## src/rtl/lsu_pkg.sv

```systemverilog
// lsu_pkg: shared definitions for mem_access_unit.
//   SZ_BYTE/SZ_HALF/SZ_WORD : access size encodings (11 is illegal)
//   state_e                 : store merge FSM states
//   BYTE_W/HALF_W           : lane widths in bits
package lsu_pkg;
    localparam logic [1:0] SZ_BYTE = 2'b00;
    localparam logic [1:0] SZ_HALF = 2'b01;
    localparam logic [1:0] SZ_WORD = 2'b10;
    localparam int BYTE_W = 8;
    localparam int HALF_W = 16;
    typedef enum logic {IDLE, MERGE} state_e;
endpackage

```

## src/rtl/mem_access_unit_if.sv

```systemverilog
// mem_access_unit_if: pipeline/data-memory bus of the load-store unit.
//   master : drives mem_read, mem_write, addr, st_data, size, ld_unsigned, dm_rdata
//   slave  : drives dm_we, dm_addr, dm_wdata, ld_data, stall, align_err, err_count
interface mem_access_unit_if #(
    parameter int WIDTH = 32,
    parameter int ADDR  = 32,
    parameter int CNT_W = 8
);
    logic             mem_read;
    logic             mem_write;
    logic [ADDR-1:0]  addr;
    logic [WIDTH-1:0] st_data;
    logic [1:0]       size;
    logic             ld_unsigned;
    logic [WIDTH-1:0] dm_rdata;
    logic             dm_we;
    logic [ADDR-1:0]  dm_addr;
    logic [WIDTH-1:0] dm_wdata;
    logic [WIDTH-1:0] ld_data;
    logic             stall;
    logic             align_err;
    logic [CNT_W-1:0] err_count;
    modport master (
        output mem_read, mem_write, addr, st_data, size, ld_unsigned, dm_rdata,
        input  dm_we, dm_addr, dm_wdata, ld_data, stall, align_err, err_count
    );
    modport slave (
        input  mem_read, mem_write, addr, st_data, size, ld_unsigned, dm_rdata,
        output dm_we, dm_addr, dm_wdata, ld_data, stall, align_err, err_count
    );
endinterface

```

## src/rtl/lsu_load_align.sv

```systemverilog
// lsu_load_align: picks the addressed byte/half lane of a memory word and extends it.
//   rdata_i : raw memory word
//   off_i   : byte offset addr[1:0]
//   size_i  : access size encoding
//   uns_i   : 1 zero-extends, 0 sign-extends
//   data_o  : aligned, extended result
module lsu_load_align
    import lsu_pkg::*;
#(
    parameter int WIDTH = 32
) (
    input  logic [WIDTH-1:0] rdata_i,
    input  logic [1:0]       off_i,
    input  logic [1:0]       size_i,
    input  logic             uns_i,
    output logic [WIDTH-1:0] data_o
);
    logic [BYTE_W-1:0] b;
    logic [HALF_W-1:0] h;
    assign b = rdata_i[{off_i, 3'b000} +: BYTE_W];
    assign h = rdata_i[{off_i[1], 4'b0000} +: HALF_W];
    assign data_o = size_i == SZ_BYTE ? {{(WIDTH-BYTE_W){~uns_i & b[BYTE_W-1]}}, b} :
                    size_i == SZ_HALF ? {{(WIDTH-HALF_W){~uns_i & h[HALF_W-1]}}, h} : rdata_i;
endmodule

```

## src/rtl/mem_access_unit.sv

```systemverilog
// mem_access_unit: MEM-stage load/store unit with read-modify-write sub-word stores.
//   clk, rst : clock and synchronous active-low reset
//   bus      : mem_access_unit_if.slave (pipeline request, data memory, status)
//   SUBWORD_EN defined   : byte/half accesses via a 2-cycle IDLE->MERGE store
//   SUBWORD_EN undefined : every access is a word access, no stall, no merge state
module mem_access_unit
    import lsu_pkg::*;
#(
    parameter int WIDTH = 32,
    parameter int ADDR  = 32,
    parameter int CNT_W = 8
) (
    input logic clk,
    input logic rst,
    mem_access_unit_if.slave bus
);
    logic [1:0]       sz;
    logic             merge;
    logic             access;
    logic             mis;
    logic             store;
    logic             load;
    logic             sub_st;
    logic [WIDTH-1:0] aligned;
    logic [CNT_W-1:0] cnt_q;
    logic [ADDR-1:0]  word_addr;
    assign word_addr = {2'b00, bus.addr[ADDR-1:2]};
`ifdef SUBWORD_EN
    state_e           state_q;
    logic [WIDTH-1:0] merge_q;
    logic [WIDTH-1:0] merge_d;
    logic [ADDR-1:0]  addr_q;
    assign sz    = bus.size;
    assign merge = state_q == MERGE;
    always_comb begin
        merge_d = bus.dm_rdata;
        if (sz == SZ_BYTE) merge_d[{bus.addr[1:0], 3'b000} +: BYTE_W] = bus.st_data[BYTE_W-1:0];
        else merge_d[{bus.addr[1], 4'b0000} +: HALF_W] = bus.st_data[HALF_W-1:0];
    end
    always_ff @(posedge clk) begin
        if (!rst) begin
            state_q <= IDLE;
            merge_q <= '0;
            addr_q  <= '0;
        end else if (merge) begin
            state_q <= IDLE;
        end else if (sub_st) begin
            state_q <= MERGE;
            merge_q <= merge_d;
            addr_q  <= word_addr;
        end
    end
    assign bus.stall    = rst && sub_st;
    assign bus.dm_addr  = merge ? addr_q : word_addr;
    assign bus.dm_wdata = merge ? merge_q : bus.st_data;
`else
    logic unused_size;
    assign unused_size  = ^bus.size;
    assign sz           = SZ_WORD;
    assign merge        = 1'b0;
    assign bus.stall    = 1'b0;
    assign bus.dm_addr  = word_addr;
    assign bus.dm_wdata = bus.st_data;
`endif
    // The held request is ignored while the merge write is in flight.
    assign access = (bus.mem_read || bus.mem_write) && !merge;
    assign mis    = (sz == SZ_HALF && bus.addr[0]) || (sz == SZ_WORD && bus.addr[1:0] != 2'b00) || sz == 2'b11;
    assign store  = access && !mis && bus.mem_write;
    assign load   = access && !mis && bus.mem_read && !bus.mem_write;
    assign sub_st = store && sz != SZ_WORD;
    assign bus.align_err = access && mis;
    assign bus.dm_we     = rst && (merge || (store && sz == SZ_WORD));
    always_ff @(posedge clk) begin
        if (!rst) cnt_q <= '0;
        else if (bus.align_err && !(&cnt_q)) cnt_q <= cnt_q + 1'b1;
    end
    assign bus.err_count = cnt_q;
    lsu_load_align #(.WIDTH(WIDTH)) u_align (
        .rdata_i (bus.dm_rdata),
        .off_i   (bus.addr[1:0]),
        .size_i  (sz),
        .uns_i   (bus.ld_unsigned),
        .data_o  (aligned)
    );
    assign bus.ld_data = load ? aligned : '0;
endmodule
```

## src/flat_wrapper.sv

```systemverilog
// flat-port wrapper written by rule: the top's interface ports become plain ports
module mem_access_unit_flat import lsu_pkg::*;
#(
    parameter int WIDTH = 32,
    parameter int ADDR  = 32,
    parameter int CNT_W = 8
)
  (clk, rst, bus_mem_read, bus_mem_write, bus_addr, bus_st_data, bus_size, bus_ld_unsigned, bus_dm_rdata, bus_dm_we, bus_dm_addr, bus_dm_wdata, bus_ld_data, bus_stall, bus_align_err, bus_err_count);
  mem_access_unit_if #(.WIDTH(WIDTH), .ADDR(ADDR), .CNT_W(CNT_W)) bus_i ();
  input logic clk;
  input logic rst;
  input wire logic [$bits(bus_i.mem_read)-1:0] bus_mem_read;
  input wire logic [$bits(bus_i.mem_write)-1:0] bus_mem_write;
  input wire logic [$bits(bus_i.addr)-1:0] bus_addr;
  input wire logic [$bits(bus_i.st_data)-1:0] bus_st_data;
  input wire logic [$bits(bus_i.size)-1:0] bus_size;
  input wire logic [$bits(bus_i.ld_unsigned)-1:0] bus_ld_unsigned;
  input wire logic [$bits(bus_i.dm_rdata)-1:0] bus_dm_rdata;
  output wire logic [$bits(bus_i.dm_we)-1:0] bus_dm_we;
  output wire logic [$bits(bus_i.dm_addr)-1:0] bus_dm_addr;
  output wire logic [$bits(bus_i.dm_wdata)-1:0] bus_dm_wdata;
  output wire logic [$bits(bus_i.ld_data)-1:0] bus_ld_data;
  output wire logic [$bits(bus_i.stall)-1:0] bus_stall;
  output wire logic [$bits(bus_i.align_err)-1:0] bus_align_err;
  output wire logic [$bits(bus_i.err_count)-1:0] bus_err_count;
  assign bus_i.mem_read = bus_mem_read;
  assign bus_i.mem_write = bus_mem_write;
  assign bus_i.addr = bus_addr;
  assign bus_i.st_data = bus_st_data;
  assign bus_i.size = bus_size;
  assign bus_i.ld_unsigned = bus_ld_unsigned;
  assign bus_i.dm_rdata = bus_dm_rdata;
  assign bus_dm_we = bus_i.dm_we;
  assign bus_dm_addr = bus_i.dm_addr;
  assign bus_dm_wdata = bus_i.dm_wdata;
  assign bus_ld_data = bus_i.ld_data;
  assign bus_stall = bus_i.stall;
  assign bus_align_err = bus_i.align_err;
  assign bus_err_count = bus_i.err_count;
  mem_access_unit #(.WIDTH(WIDTH), .ADDR(ADDR), .CNT_W(CNT_W)) u_core (.clk(clk), .rst(rst), .bus(bus_i));
endmodule
```

## config.mk

```make
export PLATFORM = sky130hd
export DESIGN_NAME = mem_access_unit_flat
export DESIGN_NICKNAME = d
export VERILOG_FILES = /design/src/rtl/lsu_pkg.sv /design/src/rtl/mem_access_unit_if.sv /design/src/rtl/lsu_load_align.sv /design/src/rtl/mem_access_unit.sv /design/src/flat_wrapper.sv
export SDC_FILE = /design/constraint.sdc
export NUM_CORES = 1
export LEC_CHECK = 0
export CAP_MARGIN = 10
export CORE_AREA = 2 2 80 82
export CTS_CLUSTER_SIZE = 30
export DETAILED_ROUTE_END_ITERATION = 10
export DIE_AREA = 0 0 82 84
export HOLD_SLACK_MARGIN = 0.1
export PLACE_DENSITY = 0.75
export REMOVE_ABC_BUFFERS = 1
export SYNTH_ARGS = -nofsm -noshare
export SYNTH_HDL_FRONTEND = slang
export SYNTH_SLANG_ARGS = --single-unit
```

## constraint.sdc

```tcl
create_clock -name clk -period 1.5 [get_ports clk]
set_input_delay 0.3 -clock clk [delete_from_list [all_inputs] [get_ports clk]]
set_output_delay 0.3 -clock clk [all_outputs]
set_load 0.05 [all_outputs]
```

==> results.cfg <==
[route]
dr.pass1.iters = 4
first_iter_violations = 15
vias = 1147
routed_wl_mm = 6.686
route.detailed.drc = 0
post_drt_wl_per_cell_um = 25.52
final_antenna_net_count = 0
avgViaCountPerCell = 4.378

[clock_tree]
clkTransAtPathRegs_ns = 0.04
cts_made_buffers = 3
htreeDepth = 1
cts_tree = built
insertion_delay_ns = 0.23
holdBufCountCts = 0
clock_path_buffers = 2
cts_sinks = 8
clockRootBuffer = clkbuf_8

[timing]
setup_tns_ns = -2.735
slew_violations = 0
setup_slack_ns = -0.09496
holdWs_ns = 0.5529
hold_violations = 0
fmax_ghz = 0.6270
rsz0062_at_grt = yes
fin_crit_ns = 1.595
setup_viol = 32
fin_skew_ns = 0.0005512
final.period_utilization = 1.063

[floorplan]
die_h_um = 84
die_w_um = 82
initial_core_util = 0.1911
die_area_um2 = 6888
core_um2 = 6096
io_pins = 210
num_rows = 29

[power_and_ir_drop]
p_switching_mw = 0.2934
sw_frac_of_total = 0.3180
intPower_mw = 0.6292
pwr-share-clk = 0.284
p_seq_frac = 0.248
power_leakage_nw = 0.9461
vdd_ir_drop_max_uv = 457.1
power_density_nw_per_um2 = 402.9
combPwrFrac = 0.468

[setup_path]
start_kind = primary input
arrival_ns = 1.29
rrSetupSlack_ns = 0.13
worstReg2RegStart = u_core.bus.err_count[1]
worst-setup-path-type = primary input to output pin
endpoint_kind = output pin
cp_max_fo = 8
r2r_cells = 4
rr_endpoint = u_core.bus.err_count[1]
critPathRequiredTime_ns = 1.20

[finish]
fillers = 603
fin_area_um2 = 2290
layout-drive-gt1-share = 0.5784
diodes = 0
area_growth_syn_to_layout_pct = 96.56
largest_reg_flops = 8
num-nets-final = 291
final_cell_count_no_fill = 262

[place]
place_inst = 254
port_buffers = 79
dp_hpwl_mm = 5.638
placed_area_um2 = 2092
place_congestion = 0.8302

[synthesis]
syn_area_per_cell_um2 = 7.664
seq_area_frac_synth = 0.1375
synth_area_um2 = 1165
yosys_warnings = 0
syn_inst = 152
synth.distinct_cells = 27
ys_seq_elements = 8

[min_path]
worstHoldEndpoint = u_core.bus.err_count[1]
min_from = u_core.bus.err_count[1]
holdPathStages = 2
hold_class = flip-flop to flip-flop

[global_routing]
grt_remaining_overflow = 0
grt_usage = 0.1869
grt_pass1_vias = 1248
grt_max_degree = 11
grt_pass1_wl_mm = 9.004
antenna_found_initial = 1

[run_status]
outcome = finished, violations left
violations = setup timing

[run]
max_cap_viol_count = 0
==> power groups by stage <==
stage / Clock (mW) / Combinational, mW / Sequential (mW)
6_report: 0.262 / 0.432 / 0.228
5_1_grt: 0.285 / 0.453 / 0.229
4_1_cts: 0.270 / 0.443 / 0.228
3_5_place_dp: 0 / 0.403 / 0.232
3_3_place_gp: 0 / 0.401 / 0.231
2_1_floorplan: 0 / 0.119 / 0.257
==> per-layer routing <==
layer | share of wire | GRT usage | up-vias
li1 | - | - | 494
met5 | 0.0085 | 0.05000 | -
met4 | 0.0034 | 0.02727 | 4
met3 | 0.24 | 0.1861 | 8
met1 | 0.33 | 0.2016 | 495
met2 | 0.42 | 0.2609 | 146
==> critical path, stage by stage <==
cell and delay, ns:
buf_8 0.10, nor4b_4 0.29, buf_4 0.19, buf_8 0.12
and2_4 0.16, buf_12 0.13
==> Yosys cell counts <==
cell type	count	area, µm²
a211oi_1	2	15.01
and4_4	1	11.26
clkbuf_1	4	15.01
ha_1	1	12.51
a311o_1	1	10.01
inv_2	1	3.750
and2_1	33	206.5
nor4b_2	1	15.01
nand2b_1	2	12.51
buf_4	65	488.0
o2111a_1	2	22.52
nand2_1	7	26.28
buf_6	1	11.26
a31oi_1	3	18.77
o21ai_0	1	5.000
nor3_1	4	20.02
inv_1	2	7.510
nand3_1	2	10.01
conb_1	1	3.750
dfxtp_1	8	160.2
and3_1	1	6.260
o22ai_2	1	12.51
nand4_1	1	6.260
a21oi_1	1	5.000
mux2i_1	4	40.04
and4_1	1	8.760
o221a_1	1	11.26
==> cells in the final DEF, fill, tap and decap left out, types with 3 or more instances in the layout <==
cell,count
conb_1,3
buf_8,4
dfxtp_1,8
mux2i_1,4
clkdlybuf4s50_1,32
buf_4,15
nand2_1,7
clkbuf_8,3
buf_12,43
and2_4,32
nor3_1,3
==> kinds of logic after synthesis <==
logic type               Yosys count  synth area share
multiplexers                       4           0.03437
flip-flops                         8            0.1375
buffers and inverters             73            0.4511
AND/OR/NAND/NOR                   53            0.2771
adder cells (fa/ha/maj)            1           0.01074
other                              1          0.003219
AO/OA/AOI/OAI                     12           0.08592
==> through the flow <==
step,utilization,setup slack [ns],power [mW]
4_1_cts,0.3846,-0.1493,0.9413
2_1_floorplan,-,-0.6246,0.3763
3_5_place_dp,0.3432,-0.5066,0.6349
5_1_grt,0.3756,-0.1427,0.9672
6_report,0.3756,-0.09496,0.9226
3_3_place_gp,0.3432,-0.4736,0.6321
==> final cells by class <==
| class | instances | area [µm²] | area share |
|---|---|---|---|
| tap | 77 | 96.34 | 0.04208 |
| timing repair buffer | 98 | 1384 | 0.6044 |
| clock buffer | 3 | 41.29 | 0.01803 |
| inverter | 3 | 11.26 | 0.004918 |
| sequential | 8 | 160.2 | 0.06995 |
| multi-input combinational | 73 | 596.8 | 0.2607 |
==> worst max-delay path by stage <==
stage / cells past startpoint / to / start
6_report: 6 / bus_ld_data[8] / bus_addr[0]
5_1_grt: 6 / bus_ld_data[6] / bus_addr[0]
4_1_cts: 7 / bus_ld_data[26] / bus_mem_write
3_5_place_dp: 5 / bus_ld_data[24] / bus_addr[1]
3_3_place_gp: 5 / bus_ld_data[22] / bus_mem_write
2_1_floorplan: 2 / bus_ld_data[0] / bus_mem_write
==> timing repair <==
action                     in CTS  in global routing
gates cloned                    3                  0
setup endpoints to repair      38                 34
hold endpoints to repair        0                  0
resized for setup              59                  7
buffers inserted                6                  0
pin swaps                      27                  1
Power figures use the tool's default switching activity.
